===== src/rtl/lcd_sequencer.sv =====
// HD44780 byte sequencer: power-up wait, init command list, then keyboard
// characters with cursor tracking, line-end address commands and clears.
`timescale 1ns/1ps
module lcd_sequencer #(
  parameter int POWERUP_WAIT = 750000,
  parameter int CMD_WAIT     = 2000,
  parameter int CLEAR_WAIT   = 82000
) (
  input  logic       clk,
  input  logic       reset,
  input  logic       char_valid,
  input  logic [7:0] char_data,
  output logic       char_ready,
  input  logic       clear_req,
  input  logic       lcd_done,
  output logic       lcd_start,
  output logic [7:0] lcd_data,
  output logic       lcd_rs,
  output logic       init_done,
  output logic       busy,
  output logic       cursor_row,
  output logic [3:0] cursor_col
);

  localparam logic [19:0] PWR_CYC = 20'(POWERUP_WAIT);
  localparam logic [19:0] CMD_CYC = 20'(CMD_WAIT);
  localparam logic [19:0] CLR_CYC = 20'(CLEAR_WAIT);

  typedef enum logic [2:0] {PWRUP, ISSUE, WAIT_LO, WAIT_HI, SETTLE, IDLE} state_t;

  state_t      state_reg;
  state_t      launch_state;
  logic [19:0] cnt_reg;
  logic [1:0]  init_idx_reg;
  logic        clear_pend_reg;
  logic        ready_reg;
  logic        is_clear;

  function automatic logic [7:0] init_byte(input logic [1:0] idx);
    case (idx)
      2'd0:    init_byte = 8'h38;
      2'd1:    init_byte = 8'h0C;
      2'd2:    init_byte = 8'h01;
      default: init_byte = 8'h06;
    endcase
  endfunction

  // When the controller is already idle the start pulse goes out on the same
  // edge the byte is loaded, so a handshake at N yields lcd_start at N+1.
  assign launch_state = lcd_done ? WAIT_LO : ISSUE;
  assign is_clear     = (lcd_data == 8'h01) && !lcd_rs;
  // A clear arriving this cycle blocks the character so the clear goes first.
  assign char_ready   = ready_reg && !clear_req;

  always_ff @(posedge clk or posedge reset) begin
    if (reset) begin
      state_reg      <= PWRUP;
      cnt_reg        <= '0;
      init_idx_reg   <= '0;
      clear_pend_reg <= 1'b0;
      ready_reg      <= 1'b0;
      lcd_start      <= 1'b0;
      lcd_data       <= 8'h00;
      lcd_rs         <= 1'b0;
      init_done      <= 1'b0;
      busy           <= 1'b1;
      cursor_row     <= 1'b0;
      cursor_col     <= 4'd0;
    end else begin
      lcd_start <= 1'b0;
      ready_reg <= 1'b0;
      busy      <= 1'b1;
      if (clear_req) clear_pend_reg <= 1'b1;

      case (state_reg)
        PWRUP: begin
          if (cnt_reg >= PWR_CYC) begin
            init_idx_reg <= 2'd0;
            lcd_data     <= init_byte(2'd0);
            lcd_rs       <= 1'b0;
            lcd_start    <= lcd_done;
            state_reg    <= launch_state;
          end else begin
            cnt_reg <= cnt_reg + 20'd1;
          end
        end
        ISSUE: begin
          if (lcd_done) begin
            lcd_start <= 1'b1;
            state_reg <= WAIT_LO;
          end
        end
        WAIT_LO: if (!lcd_done) state_reg <= WAIT_HI;
        WAIT_HI: begin
          if (lcd_done) begin
            cnt_reg   <= is_clear ? CLR_CYC : CMD_CYC;
            state_reg <= SETTLE;
          end
        end
        SETTLE: begin
          if (cnt_reg != 20'd0) begin
            cnt_reg <= cnt_reg - 20'd1;
          end else if (!init_done) begin
            if (init_idx_reg == 2'd3) begin
              // Init already cleared the display, so earlier clear requests are dropped.
              init_done      <= 1'b1;
              cursor_row     <= 1'b0;
              cursor_col     <= 4'd0;
              clear_pend_reg <= 1'b0;
              ready_reg      <= 1'b1;
              busy           <= 1'b0;
              state_reg      <= IDLE;
            end else begin
              init_idx_reg <= init_idx_reg + 2'd1;
              lcd_data     <= init_byte(init_idx_reg + 2'd1);
              lcd_rs       <= 1'b0;
              lcd_start    <= lcd_done;
              state_reg    <= launch_state;
            end
          end else if (lcd_rs && cursor_col == 4'd15) begin
            cursor_col <= 4'd0;
            cursor_row <= ~cursor_row;
            lcd_data   <= cursor_row ? 8'h80 : 8'hC0;
            lcd_rs     <= 1'b0;
            lcd_start  <= lcd_done;
            state_reg  <= launch_state;
          end else begin
            if (lcd_rs) begin
              cursor_col <= cursor_col + 4'd1;
            end else if (is_clear) begin
              cursor_row <= 1'b0;
              cursor_col <= 4'd0;
            end
            ready_reg <= !(clear_pend_reg || clear_req);
            busy      <= 1'b0;
            state_reg <= IDLE;
          end
        end
        IDLE: begin
          if (clear_pend_reg) begin
            clear_pend_reg <= clear_req;
            lcd_data       <= 8'h01;
            lcd_rs         <= 1'b0;
            lcd_start      <= lcd_done;
            state_reg      <= launch_state;
          end else if (char_valid && char_ready) begin
            lcd_data  <= char_data;
            lcd_rs    <= 1'b1;
            lcd_start <= lcd_done;
            state_reg <= launch_state;
          end else begin
            ready_reg <= !clear_req;
            busy      <= 1'b0;
          end
        end
        default: state_reg <= PWRUP;
      endcase
    end
  end

endmodule


===== config.mk =====
export PLATFORM = sky130hd
export DESIGN_NAME = lcd_sequencer
export DESIGN_NICKNAME = d
export VERILOG_FILES = /design/src/rtl/lcd_sequencer.sv
export SDC_FILE = /design/constraint.sdc
export NUM_CORES = 1
export LEC_CHECK = 0
export ABC_CLOCK_PERIOD_IN_PS = 3600
export BUFFER_PORTS_ARGS = -buffer_cell sky130_fd_sc_hd__buf_2
export CELL_PAD_IN_SITES_DETAIL_PLACEMENT = 1
export CELL_PAD_IN_SITES_GLOBAL_PLACEMENT = 1
export CORE_MARGIN = 5
export CORE_UTILIZATION = 46
export CTS_CLUSTER_DIAMETER = 200
export DETAILED_ROUTE_END_ITERATION = 10
export PLACE_DENSITY = 0.9
export REMOVE_ABC_BUFFERS = 1
export SLEW_MARGIN = 20
export SYNTH_ARGS = -nofsm -noshare
export SYNTH_HDL_FRONTEND = slang
export SYNTH_SLANG_ARGS = --single-unit

===== constraint.sdc =====
create_clock -name clk -period 3.6 [get_ports clk]
set_input_delay 0.18 -clock clk [delete_from_list [all_inputs] [get_ports clk]]
set_output_delay 0.18 -clock clk [all_outputs]
set_load 0.01 [all_outputs]

==> qor.yml <==
clocking:
  cts_hold_buf: 0
  cts_tree: "done"
  cts_buffers: 5
  clk_latency_ns: 0.31
  cts_max_level: 2
  clkSlewWorstSetupHoldPaths_ns: 0.09
  post_cts_resize_count: 0
  cts_num_sinks: 44
  cts-root-buf: "clkbuf_8"
  clock_path_buffers: 2
  cts_setup_buffers: 0
status:
  status: "finished, final reports clean"
cells_and_area:
  fillers: 903
  multi_input_area_sq_um: 2056
  drive_above_1_share: 0.1765
  area_delta_synth_final_pct: 9.722
  seqCellArea_sq_um: 1102
  fin_cells: 507
  nNetsFinal: 444
  largest_register_ffs: 20
  antennaDiodeCount: 0
detailed_routing:
  ant_nets: 0
  drc: 0
  vias_per_cell: 6.280
  drt_first_pass_iters: 4
  vias: 3184
  wirelength_um: 10040
  drt-wirelength-per-cell_um: 19.80
  dr.first_iter.drc_count: 151
sta:
  hold_slack_ns: 0.003585
  finalCritPeriodShare: 0.9226
  finalCriticalPeriod_ns: 3.321
  setup_viol: 0
  skew_ns: 0.01073
  setup_tns_ns: 0
  tightest_slew_ns: 0.6012
  maxSlewViolCount: 0
  slew_headroom: 0.5970
  fmax_mhz: 301.1
  hold_violations: 0
  rsz0062_at_grt: "false"
floorplan:
  start_util: 0.4670
  die_x_um: 95.13
  top_level_ports: 31
  std_cell_rows: 31
  die_height_um: 95.13
  fp.coreArea_sq_um: 7137
  die_area_sq_um: 9049
logic_synthesis:
  synth_enable_flop_cells: 0
  synth.most_common_cell: "dfrtp_1"
  synth_ff_type: "dfrtp_1"
  seq_area_frac_synth: 0.3307
  synth_common_cells: "dfrtp_1, nand2_1, a21oi_1, nor2_1, ha_1"
  syn_area_sq_um: 3333
  synth_async_sr_flop_share: 1.000
  yosys_warnings: 0
  synth-seq-cells: 44
  synth_area_per_cell_sq_um: 8.841
  ys_types: 63
  netlist_top_cells_area: "dfrtp_1, ha_1, a21oi_1"
  synth_top_area_frac: 0.3228
  syn_inst: 377
  yosysTopAreaCell: "dfrtp_1"
worst_setup_path:
  worst-path-max-fanout: 18
  end_kind: "flip-flop"
  cp_slowest_stage_delay_ns: 0.58
  crit_buf_inv: 1
  worstSetupPathType: "reg2reg"
  arrival_ns: 3.53
  critPathTopFamily: "compound AO/OA/AOI/OAI gates"
  cp_cell_sequence: "nor2_1, nand2_1, clkinvlp_4, ha_1, nand3_1, o211ai_2, a41oi_2, o41ai_2, xor2_1, a22o_1"
  cp_slowest_cell: "ha_1"
  crit_required_ns: 3.81
  start_kind: "flip-flop"
pwr:
  peakVddDrop_mv: 0.2532
  power_density_nw_per_um2: 782.2
  leakagePower_uw: 0.001650
place:
  dpl.hpwl_um: 7495
  placed_cells: 499
  place_congestion: 0.8767
  port_buffers: 30
global_routing:
  overflow: 0
  grt_antenna_before_repair: 0
  grt_max_degree: 45
  grt_pass1_vias: 3451
  grt_pass1_wl_um: 16860
  grt_usage: 0.2354
hold_path:
  hold_path_class: "in2async"
run:
  drv_cap: 0
kinds of logic (layout without fill, tap and decap cells):
| family | Yosys count | in the layout | share of synthesized area |
|---|---|---|---|
| AND/OR/NAND/NOR | 128 | 128 | 0.1944 |
| AO/OA/AOI/OAI | 132 | 132 | 0.2830 |
| buffers and inverters | 32 | 63 | 0.05255 |
| flip-flops | 44 | 44 | 0.3307 |
| XOR/XNOR | 13 | 13 | 0.03416 |
| multiplexers | 4 | 4 | 0.01276 |
| adder cells (fa/ha/maj) | 24 | 24 | 0.09234 |
stage by stage:
stage | util | instance area [sq um] | total power [uW] | setup slack [ns]
after global routing | 0.5124 | 3657 | 3080 | 0.03268
after detailed placement | 0.4982 | 3556 | 2499 | 0.3452
after global placement | 0.4982 | 3556 | 2397 | 0.5085
after CTS | 0.5119 | 3654 | 2855 | 0.1823
final | 0.5124 | 3657 | 2861 | 0.2787
after floorplan | - | 3222 | 1984 | 0.4928
where the power goes:
part           switching, uW  internal (uW)
clock                    186            156
sequential               178            656
combinational           1030            656
total                   1390           1470
cell usage in the layout (no fill, tap or decap), drive strengths merged, types with 3 or more instances in the layout:
master,n
a211o,4
a211oi,5
a21boi,3
a21oi,39
a221o,3
a22o,7
a22oi,4
a31oi,5
and2,5
buf,38
clkbuf,6
clkinvlp,3
dfrtp,43
ha,23
inv,15
nand2,38
nand3,16
nand4,6
nor2,31
nor2b,4
nor3,12
nor4,6
o2111ai,4
o211ai,11
o21a,4
o21ai,22
o31a,3
o31ai,3
xnor2,3
xor2,10
per-layer routing:
metal / wire length [um] / vias to the layer above / GRT usage
li1: - / 1469 / -
met1: 4353 / 1607 / 0.2917
met2: 4984 / 84 / 0.4117
met3: 412 / 24 / 0.03394
met4: 287 / 0 / 0.08894
met5: 0 / - / 0
final cells by class:
cell class	count	share of cell area
clock inverters	2	0.004105
flip-flops and latches	44	0.3014
repair buffers	38	0.05748
inverters	17	0.01847
clock buffers	6	0.02258
well taps	99	0.03387
multi-input cells	301	0.5621
worst register-to-register path: cells and delay by family (launching register included):
| family | cells | cell delay (ns) |
|---|---|---|
| fa+ha+maj | 1 | 0.59 |
| flops | 1 | 0.49 |
| buf+inv | 1 | 0.38 |
| xor+xnor | 1 | 0.13 |
| compound gates | 4 | 1.16 |
| simple gates | 3 | 0.48 |
final timing paths:
kind / from / end / slack [ns] / depth (start not counted)
worst max-delay path: state_reg[0] / cnt_reg[17] / 0.28 / 10
worst min-delay path: reset / state_reg[2] / 0.004 / 3
worst max register to register: state_reg[0] / cnt_reg[17] / 0.28 / 10
worst min register to register: cursor_col[3] / cursor_col[3] / 0.51 / 1
max in group asynchronous: reset / cnt_reg[8] / 3.20 / 3
min in group clk: clear_req / ready_reg / 0.10 / 2
No activity file was read; power rests on OpenSTA's default activity.
